[config.mk]
export PLATFORM = sky130hd
export DESIGN_NAME = fwd_scoreboard_flat
export DESIGN_NICKNAME = d
export VERILOG_FILES = /design/src/rtl/fwd_scoreboard_if.sv /design/src/rtl/fwd_scoreboard.sv /design/src/flat_wrapper.sv
export SDC_FILE = /design/constraint.sdc
export NUM_CORES = 1
export LEC_CHECK = 0
export BUFFER_PORTS_ARGS = -buffer_cell sky130_fd_sc_hd__clkbuf_2
export CORE_UTILIZATION = 41
export CTS_CLUSTER_DIAMETER = 100
export DETAILED_ROUTE_END_ITERATION = 10
export PLACE_DENSITY_LB_ADDON = 0.08
export SYNTH_ARGS = -nofsm -noshare
export SYNTH_HDL_FRONTEND = slang
export SYNTH_SLANG_ARGS = --single-unit
export TNS_END_PERCENT = 20
[constraint.sdc]
create_clock -name clk -period 6.3 [get_ports clk]
set_input_delay 0.315 -clock clk [delete_from_list [all_inputs] [get_ports clk]]
set_output_delay 0.315 -clock clk [all_outputs]
set_load 0.05 [all_outputs]
[src/rtl/fwd_scoreboard_if.sv]
// fwd_scoreboard_if: pipeline-side bundle of the forwarding scoreboard (EX record, producer results, forward/stall outputs).
interface fwd_scoreboard_if #(
    parameter int REG_WIDTH      = 32,
    parameter int REG_ADDR_WIDTH = 5,
    parameter int FWD_DEPTH      = 2
);
    logic                           advance;
    logic                           flush;
    logic                           ex_valid;
    logic                           ex_we;
    logic                           ex_is_load;
    logic [REG_ADDR_WIDTH-1:0]      ex_rd_addr;
    logic [REG_ADDR_WIDTH-1:0]      rs1_addr;
    logic [REG_ADDR_WIDTH-1:0]      rs2_addr;
    logic [FWD_DEPTH*REG_WIDTH-1:0] stage_data;
    logic [FWD_DEPTH-1:0]           stage_rdy;
    logic                           fwd1_en;
    logic                           fwd2_en;
    logic [REG_WIDTH-1:0]           fwd1_data;
    logic [REG_WIDTH-1:0]           fwd2_data;
    logic                           stall;
    logic [31:0]                    stall_cnt;

    modport master (
        output advance, flush, ex_valid, ex_we, ex_is_load, ex_rd_addr, rs1_addr, rs2_addr,
               stage_data, stage_rdy,
        input  fwd1_en, fwd2_en, fwd1_data, fwd2_data, stall, stall_cnt
    );

    modport slave (
        input  advance, flush, ex_valid, ex_we, ex_is_load, ex_rd_addr, rs1_addr, rs2_addr,
               stage_data, stage_rdy,
        output fwd1_en, fwd2_en, fwd1_data, fwd2_data, stall, stall_cnt
    );
endinterface

[src/rtl/fwd_scoreboard.sv]
// fwd_scoreboard: tracks in-flight GPR producers, forwards youngest ready result, stalls on unready load-use.
// Optional stall cycle counter enabled by defining FWD_SCOREBOARD_STALL_CNT_EN.
module fwd_scoreboard #(
    parameter int REG_WIDTH      = 32,
    parameter int REG_ADDR_WIDTH = 5,
    parameter int FWD_DEPTH      = 2
) (
    input logic             clk,
    input logic             rst,
    fwd_scoreboard_if.slave bus
);
    typedef struct packed {
        logic                      valid;
        logic                      we;
        logic                      is_load;
        logic [REG_ADDR_WIDTH-1:0] rd_addr;
    } rec_t;

    rec_t                 slot [FWD_DEPTH];
    logic                 hit1, hit2, rdy1, rdy2, stall;
    logic [REG_WIDTH-1:0] d1, d2;

    // slot[0] is the youngest producer (MEM), slot[FWD_DEPTH-1] the oldest (WB)
    always_ff @(posedge clk) begin
        if (rst || bus.flush) begin
            for (int i = 0; i < FWD_DEPTH; i++) slot[i].valid <= 1'b0;
        end else if (bus.advance) begin
            for (int i = FWD_DEPTH - 1; i > 0; i--) slot[i] <= slot[i-1];
            slot[0] <= stall ? '0 : '{bus.ex_valid, bus.ex_we, bus.ex_is_load, bus.ex_rd_addr};
        end
    end

    // scan oldest to youngest so the youngest match is the one left standing
    always_comb begin
        hit1 = 1'b0;
        hit2 = 1'b0;
        rdy1 = 1'b0;
        rdy2 = 1'b0;
        d1   = '0;
        d2   = '0;
        for (int i = FWD_DEPTH - 1; i >= 0; i--) begin
            if (slot[i].valid && slot[i].we && slot[i].rd_addr == bus.rs1_addr && bus.rs1_addr != '0) begin
                hit1 = 1'b1;
                rdy1 = bus.stage_rdy[i];
                d1   = bus.stage_data[i*REG_WIDTH +: REG_WIDTH];
            end
            if (slot[i].valid && slot[i].we && slot[i].rd_addr == bus.rs2_addr && bus.rs2_addr != '0) begin
                hit2 = 1'b1;
                rdy2 = bus.stage_rdy[i];
                d2   = bus.stage_data[i*REG_WIDTH +: REG_WIDTH];
            end
        end
    end

    assign stall         = bus.ex_valid && ((hit1 && !rdy1) || (hit2 && !rdy2));
    assign bus.stall     = stall;
    assign bus.fwd1_en   = hit1 && rdy1;
    assign bus.fwd2_en   = hit2 && rdy2;
    assign bus.fwd1_data = (hit1 && rdy1) ? d1 : '0;
    assign bus.fwd2_data = (hit2 && rdy2) ? d2 : '0;

`ifdef FWD_SCOREBOARD_STALL_CNT_EN
    logic [31:0] cnt;
    always_ff @(posedge clk) begin
        if (rst) cnt <= '0;
        else if (stall && !(&cnt)) cnt <= cnt + 32'd1;
    end
    assign bus.stall_cnt = cnt;
`else
    assign bus.stall_cnt = '0;
`endif
endmodule

[src/flat_wrapper.sv]
// flat-port wrapper written by rule: the top's interface ports become plain ports
module fwd_scoreboard_flat 
#(
    parameter int REG_WIDTH      = 32,
    parameter int REG_ADDR_WIDTH = 5,
    parameter int FWD_DEPTH      = 2
)
  (clk, rst, bus_advance, bus_flush, bus_ex_valid, bus_ex_we, bus_ex_is_load, bus_ex_rd_addr, bus_rs1_addr, bus_rs2_addr, bus_stage_data, bus_stage_rdy, bus_fwd1_en, bus_fwd2_en, bus_fwd1_data, bus_fwd2_data, bus_stall, bus_stall_cnt);
  fwd_scoreboard_if #(.REG_WIDTH(REG_WIDTH), .REG_ADDR_WIDTH(REG_ADDR_WIDTH), .FWD_DEPTH(FWD_DEPTH)) bus_i ();
  input logic clk;
  input logic rst;
  input wire logic [$bits(bus_i.advance)-1:0] bus_advance;
  input wire logic [$bits(bus_i.flush)-1:0] bus_flush;
  input wire logic [$bits(bus_i.ex_valid)-1:0] bus_ex_valid;
  input wire logic [$bits(bus_i.ex_we)-1:0] bus_ex_we;
  input wire logic [$bits(bus_i.ex_is_load)-1:0] bus_ex_is_load;
  input wire logic [$bits(bus_i.ex_rd_addr)-1:0] bus_ex_rd_addr;
  input wire logic [$bits(bus_i.rs1_addr)-1:0] bus_rs1_addr;
  input wire logic [$bits(bus_i.rs2_addr)-1:0] bus_rs2_addr;
  input wire logic [$bits(bus_i.stage_data)-1:0] bus_stage_data;
  input wire logic [$bits(bus_i.stage_rdy)-1:0] bus_stage_rdy;
  output wire logic [$bits(bus_i.fwd1_en)-1:0] bus_fwd1_en;
  output wire logic [$bits(bus_i.fwd2_en)-1:0] bus_fwd2_en;
  output wire logic [$bits(bus_i.fwd1_data)-1:0] bus_fwd1_data;
  output wire logic [$bits(bus_i.fwd2_data)-1:0] bus_fwd2_data;
  output wire logic [$bits(bus_i.stall)-1:0] bus_stall;
  output wire logic [$bits(bus_i.stall_cnt)-1:0] bus_stall_cnt;
  assign bus_i.advance = bus_advance;
  assign bus_i.flush = bus_flush;
  assign bus_i.ex_valid = bus_ex_valid;
  assign bus_i.ex_we = bus_ex_we;
  assign bus_i.ex_is_load = bus_ex_is_load;
  assign bus_i.ex_rd_addr = bus_ex_rd_addr;
  assign bus_i.rs1_addr = bus_rs1_addr;
  assign bus_i.rs2_addr = bus_rs2_addr;
  assign bus_i.stage_data = bus_stage_data;
  assign bus_i.stage_rdy = bus_stage_rdy;
  assign bus_fwd1_en = bus_i.fwd1_en;
  assign bus_fwd2_en = bus_i.fwd2_en;
  assign bus_fwd1_data = bus_i.fwd1_data;
  assign bus_fwd2_data = bus_i.fwd2_data;
  assign bus_stall = bus_i.stall;
  assign bus_stall_cnt = bus_i.stall_cnt;
  fwd_scoreboard #(.REG_WIDTH(REG_WIDTH), .REG_ADDR_WIDTH(REG_ADDR_WIDTH), .FWD_DEPTH(FWD_DEPTH)) u_core (.clk(clk), .rst(rst), .bus(bus_i));
endmodule
; ---- Word-level counts from Yosys, hierarchy flattened
; Memory sizes are Yosys's and may differ from the RTL's.
; Index checks and enable logic that the tools add are counted.
[word_totals]
reg_bits = 0
ram_bits = 16
input_bits = 88
out_inout_bits = 99
wordCells = 50
n_memories = 1
[op_classes]
n_eq_ne = 4
n_mux = 22
n_bitwise = 2
reduce_logical = 21
[memory_table]
columns = name, depth, width, read_ports, rd_clocked_by_memory_dff, wr, line
row1 = u_core.slot, 2, 8, 2, 0, 2, fwd_scoreboard.sv:19  ; rec_t slot [FWD_DEPTH];
[op_table]
columns = operator, n
row1 = 32-bit 2-to-1 mux, 6
row2 = 5-bit equality test, 4
row3 = 1-bit logical AND, 15
row4 = 1-bit 2-to-1 mux, 15
row5 = 5-bit nonzero test, 2
row6 = 8-bit 2-to-1 mux, 1
row7 = 1-bit logical NOT, 2
row8 = 1-bit logical OR, 2
row9 = 1-bit bitwise OR, 2

; ---- Logic depth before layout (Yosys ltp)
; An unclocked memory read counts as a cell.
[depth]
word_depth = 12
mapped_depth = 8
mapped_depth_nobuf = 6

; ---- Least setup slack after synthesis
; Ideal clock, no wire load.
[synth_timing]
path_type = input port to output port
from = input port bus_rs1_addr[3]
to = output port bus_fwd1_data[22]
arrival_time_ps = 2255
t_required_ps = 5985
path_slack_ps = 3730
path_stages = 7
n_path_buf = 1
cell_sequence = or4_1 > nor2_2 > nor4_4 > nor2_2 > a22oi_2 > buf_2 > nor2_1
[synth_via]
elab_chain_len = 7
word_cells_on_any_way = 15
cone_classes = 2 x eq/ne / 7 x mux / 6 x reduce/logical
[synth_lines]
columns = item, line
row1 = "start, declared", flat_wrapper.sv:18  ; input wire logic [$bits(bus_i.rs1_addr)-1:0] bus_rs1_addr;
row2 = 5-bit equality test, fwd_scoreboard.sv:42  ; if (slot[i].valid && slot[i].we && slot[i].rd_addr == bus.rs1_addr && bus.rs1_addr != '0) begin
row3 = 1-bit logical AND (2 in series), fwd_scoreboard.sv:42
row4 = 1-bit 2-to-1 mux (2 in series), fwd_scoreboard.sv:42
row5 = 1-bit logical AND, fwd_scoreboard.sv:59  ; assign bus.fwd1_data = (hit1 && rdy1) ? d1 : '0;
row6 = 32-bit 2-to-1 mux (*), fwd_scoreboard.sv:59
row7 = "end, declared", flat_wrapper.sv:24  ; output wire logic [$bits(bus_i.fwd1_data)-1:0] bus_fwd1_data;
; Mark *: on every way between the ends. The rest lies on a longest branch, timed or not.

==> impl_metrics.json <==
{
  "period_needed_ns": 3.40,
  "power.share.combinational": 0.363,
  "layout-area-overhead-vs-synth_pct": 36.3,
  "hold_violation_count_in_the_final_report": 0,
  "cts.clk_slew.worst_paths_ns": 0.05,
  "ir_drop_mv": 0.126,
  "cts_buffers": 3,
  "tritoncts": "yes",
  "number_of_enable_type_register_cells_in_the_synthesized_netlist": 14,
  "hold_ws_ns": 0.353,
  "ys_dominant_reg_cell": "edfxtp_1",
  "crit_arrival_ns": 3.08,
  "drv.max_cap_violation_count": 0,
  "holdBufCountCts": 0,
  "max_slew.worst_pin.slew_ns": 1.21,
  "worst_hold_path_depth": 2,
  "register_area_um2": 420,
  "globalplace.congestion": 0.853,
  "layout.cells.most_common_list": "clkbuf_2, nor2_1, a22oi_1, mux2i_1, conb_1",
  "post-route-drc-count": 0,
  "antenna_violating_nets_post_route": 0,
  "min-delay-start": "bus_ex_rd_addr[0]",
  "cell_count_of_the_worst_reg_to_reg_path": 7,
  "outcome": "completed",
  "post_cts.repair.setup_buffers": 0,
  "cpLargestDelayFamily": "buffers and inverters",
  "synth_sequential_area_ratio": 0.207,
  "first_global_vias": 1920,
  "top_level_ports": 187,
  "leakagePower_nw": 1.23,
  "critPathCaptureType": "primary output",
  "final-setup-viol-count": 0,
  "criticalPathCategory": "register to primary output",
  "final-max-slew-violation-count": 0,
  "multiInputGateArea_mm2": 0.00140,
  "synth-seq-cells": 14,
  "worstHoldEndpoint": "u_core.slot[0][0]$_DFFE_PP_",
  "fin_crit_sh": 0.540,
  "route.vias.total": 2269,
  "netlist_instances": 255,
  "synth_top_area_frac": 0.207,
  "crit_chain": "xnor2_1, nand4_1, nor4_2, buf_4, nor2_1, a22oi_2, buf_4, nor2_1, clkbuf_2",
  "worst_skew_pair.late_latency_ns": 0.23,
  "timing.critical_path.slowest_cell_delay_ns": 0.57,
  "post_cts.resized_instances": 0,
  "fp.dieW_um": 72.4,
  "start_util": 0.427,
  "post_synth_instance_area_mm2": 0.00203,
  "avgRoutedWirePerCell_um": 12.3,
  "synth-warning-count": 0,
  "detailedRoute.firstPassIterationCount": 4,
  "grt_util_overall": 0.201,
  "rsz0062_at_grt": "no",
  "final_net_count": 489,
  "chipHeight_um": 72.4,
  "layout.cells.most_common": "clkbuf_2",
  "sequentialPowerShare": 0.386,
  "filler_cell_count_in_the_final_layout": 466,
  "power.share.switching": 0.351,
  "syn_avg_cell_area_um2": 7.96,
  "netlist.top_cell.by_area": "edfxtp_1",
  "vias_per_cell": 4.86,
  "cts_max_level": 1,
  "clock_skew_ns": 0.000687,
  "finalSetupTns_ns": 0,
  "synth.top_cells.by_area": "edfxtp_1, mux2i_1, nor2_1, a22oi_1, buf_4",
  "power_report.internal_total_mw": 0.179,
  "rr_startpoint": "u_core.slot[0][4]$_DFFE_PP_",
  "hold_path.class": "primary input to register",
  "cp-start-kind": "register",
  "grt_antenna_before_repair": 0,
  "drc_marker_count_from_the_first_detailed_route_iteration": 71,
  "max_freq_ghz": 0.294,
  "global_route.overflow_total": 0,
  "synth.distinct_cells": 30,
  "crit_path_max_fanout": 37,
  "routed_wl_um": 5730,
  "postSynth.asyncResetShare": 0,
  "io_buffers": 153,
  "die-area_mm2": 0.00524,
  "cts_max_path_buffers": 2,
  "critical_path.n_buffers_inverters": 3,
  "cts-root-buf": "clkbuf_8",
  "antenna_cells": 0,
  "netSwitchingPower_mw": 0.0969,
  "cts.sink_count": 14,
  "power_frac_clock": 0.251,
  "post-dp-hpwl_um": 4580,
  "drive_above_1_share": 0.428,
  "grt_first_pass_wirelength_um": 8600,
  "grt_max_degree": 38,
  "max_slew_margin": 0.193,
  "top_regs": "u_core.slot x14",
  "floorplan.rows": 25,
  "top_register": "u_core.slot",
  "worst_ep_required_time_ns": 5.98,
  "cellPowerDensity_mw_per_mm2": 99.8,
  "rrSetupSlack_ns": 4.05,
  "fp.coreArea_mm2": 0.00475,
  "r2r-end": "u_core.slot[0][2]$_DFFE_PP_",
  "cpMaxStageDelayCell": "a22oi_2",
  "largest_register_ffs": 14
}
[logic make-up (layout without fill, tap and decap cells)]
family          after synthesis  in the layout  share of synthesized area
simple gates                 97             97                      0.227
buf+inv                      52            166                      0.166
compound gates               39             39                      0.154
mux                          32             32                      0.158
xor+xnor                     20             20                     0.0863
flops                        14             14                      0.207
other cells                   1             32                    0.00185
[worst max path at each step]
| stage | start | end | slack [ns] | cells past startpoint |
|---|---|---|---|---|
| 2_1_floorplan | bus_rs1_addr[3] | bus_fwd1_data[22] | 3.73 | 7 |
| 3_3_place_gp | bus_rs2_addr[1] | bus_fwd2_data[27] | 3.06 | 9 |
| 3_5_place_dp | bus_rs2_addr[1] | bus_fwd2_data[17] | 3.07 | 9 |
| 4_1_cts | u_core.slot[0][4]$_DFFE_PP_ | bus_fwd2_data[17] | 2.86 | 9 |
| 5_1_grt | u_core.slot[0][1]$_DFFE_PP_ | bus_fwd2_data[19] | 2.67 | 9 |
| 6_report | u_core.slot[0][4]$_DFFE_PP_ | bus_fwd2_data[17] | 2.90 | 9 |
[cell usage after synthesis, types with 2 or more instances]
cell       n
a22oi_1   32
a22oi_2    2
and2_1    13
buf_2     12
buf_4     32
clkbuf_1   3
edfxtp_1  14
inv_1      2
inv_2      2
mux2i_1   32
nand2_1    2
nand4_1    4
nor2_1    66
nor2_2     2
or4_1      4
xnor2_1   16
xor2_1     4
[power groups by stage]
stage / Combinational (mW) / Sequential, mW / Clock [mW]
finish: 0.100 / 0.107 / 0.0693
global placement: 0.0985 / 0.108 / 0
detailed placement: 0.0998 / 0.108 / 0
CTS: 0.100 / 0.107 / 0.0723
floorplan: 0.0780 / 0.108 / 0
global route: 0.107 / 0.107 / 0.0758
[routing by layer]
metal,global-route usage,wire [um]
met3,0.0278,429
met2,0.382,3020
met5,0,0
met1,0.234,2240
met4,0.0523,42
[layout make-up]
type	count	area share
Sequential cell	14	0.152
Timing Repair Buffer	158	0.290
Multi-Input combinational cell	220	0.506
Clock inverter	1	0.00136
Tap cell	67	0.0303
Clock buffer	3	0.0149
Inverter	4	0.00542
[through the flow]
step	utilization	cell area (um^2)	worst slack, ns	cells	power (mW)
2_1_floorplan	-	2150	3.73	286	0.186
3_3_place_gp	0.573	2720	3.06	463	0.207
3_5_place_dp	0.573	2720	3.07	463	0.208
4_1_cts	0.582	2770	2.86	467	0.279
5_1_grt	0.582	2770	2.67	467	0.290
6_report	0.582	2770	2.90	467	0.276
Power figures use the tool's default switching activity.
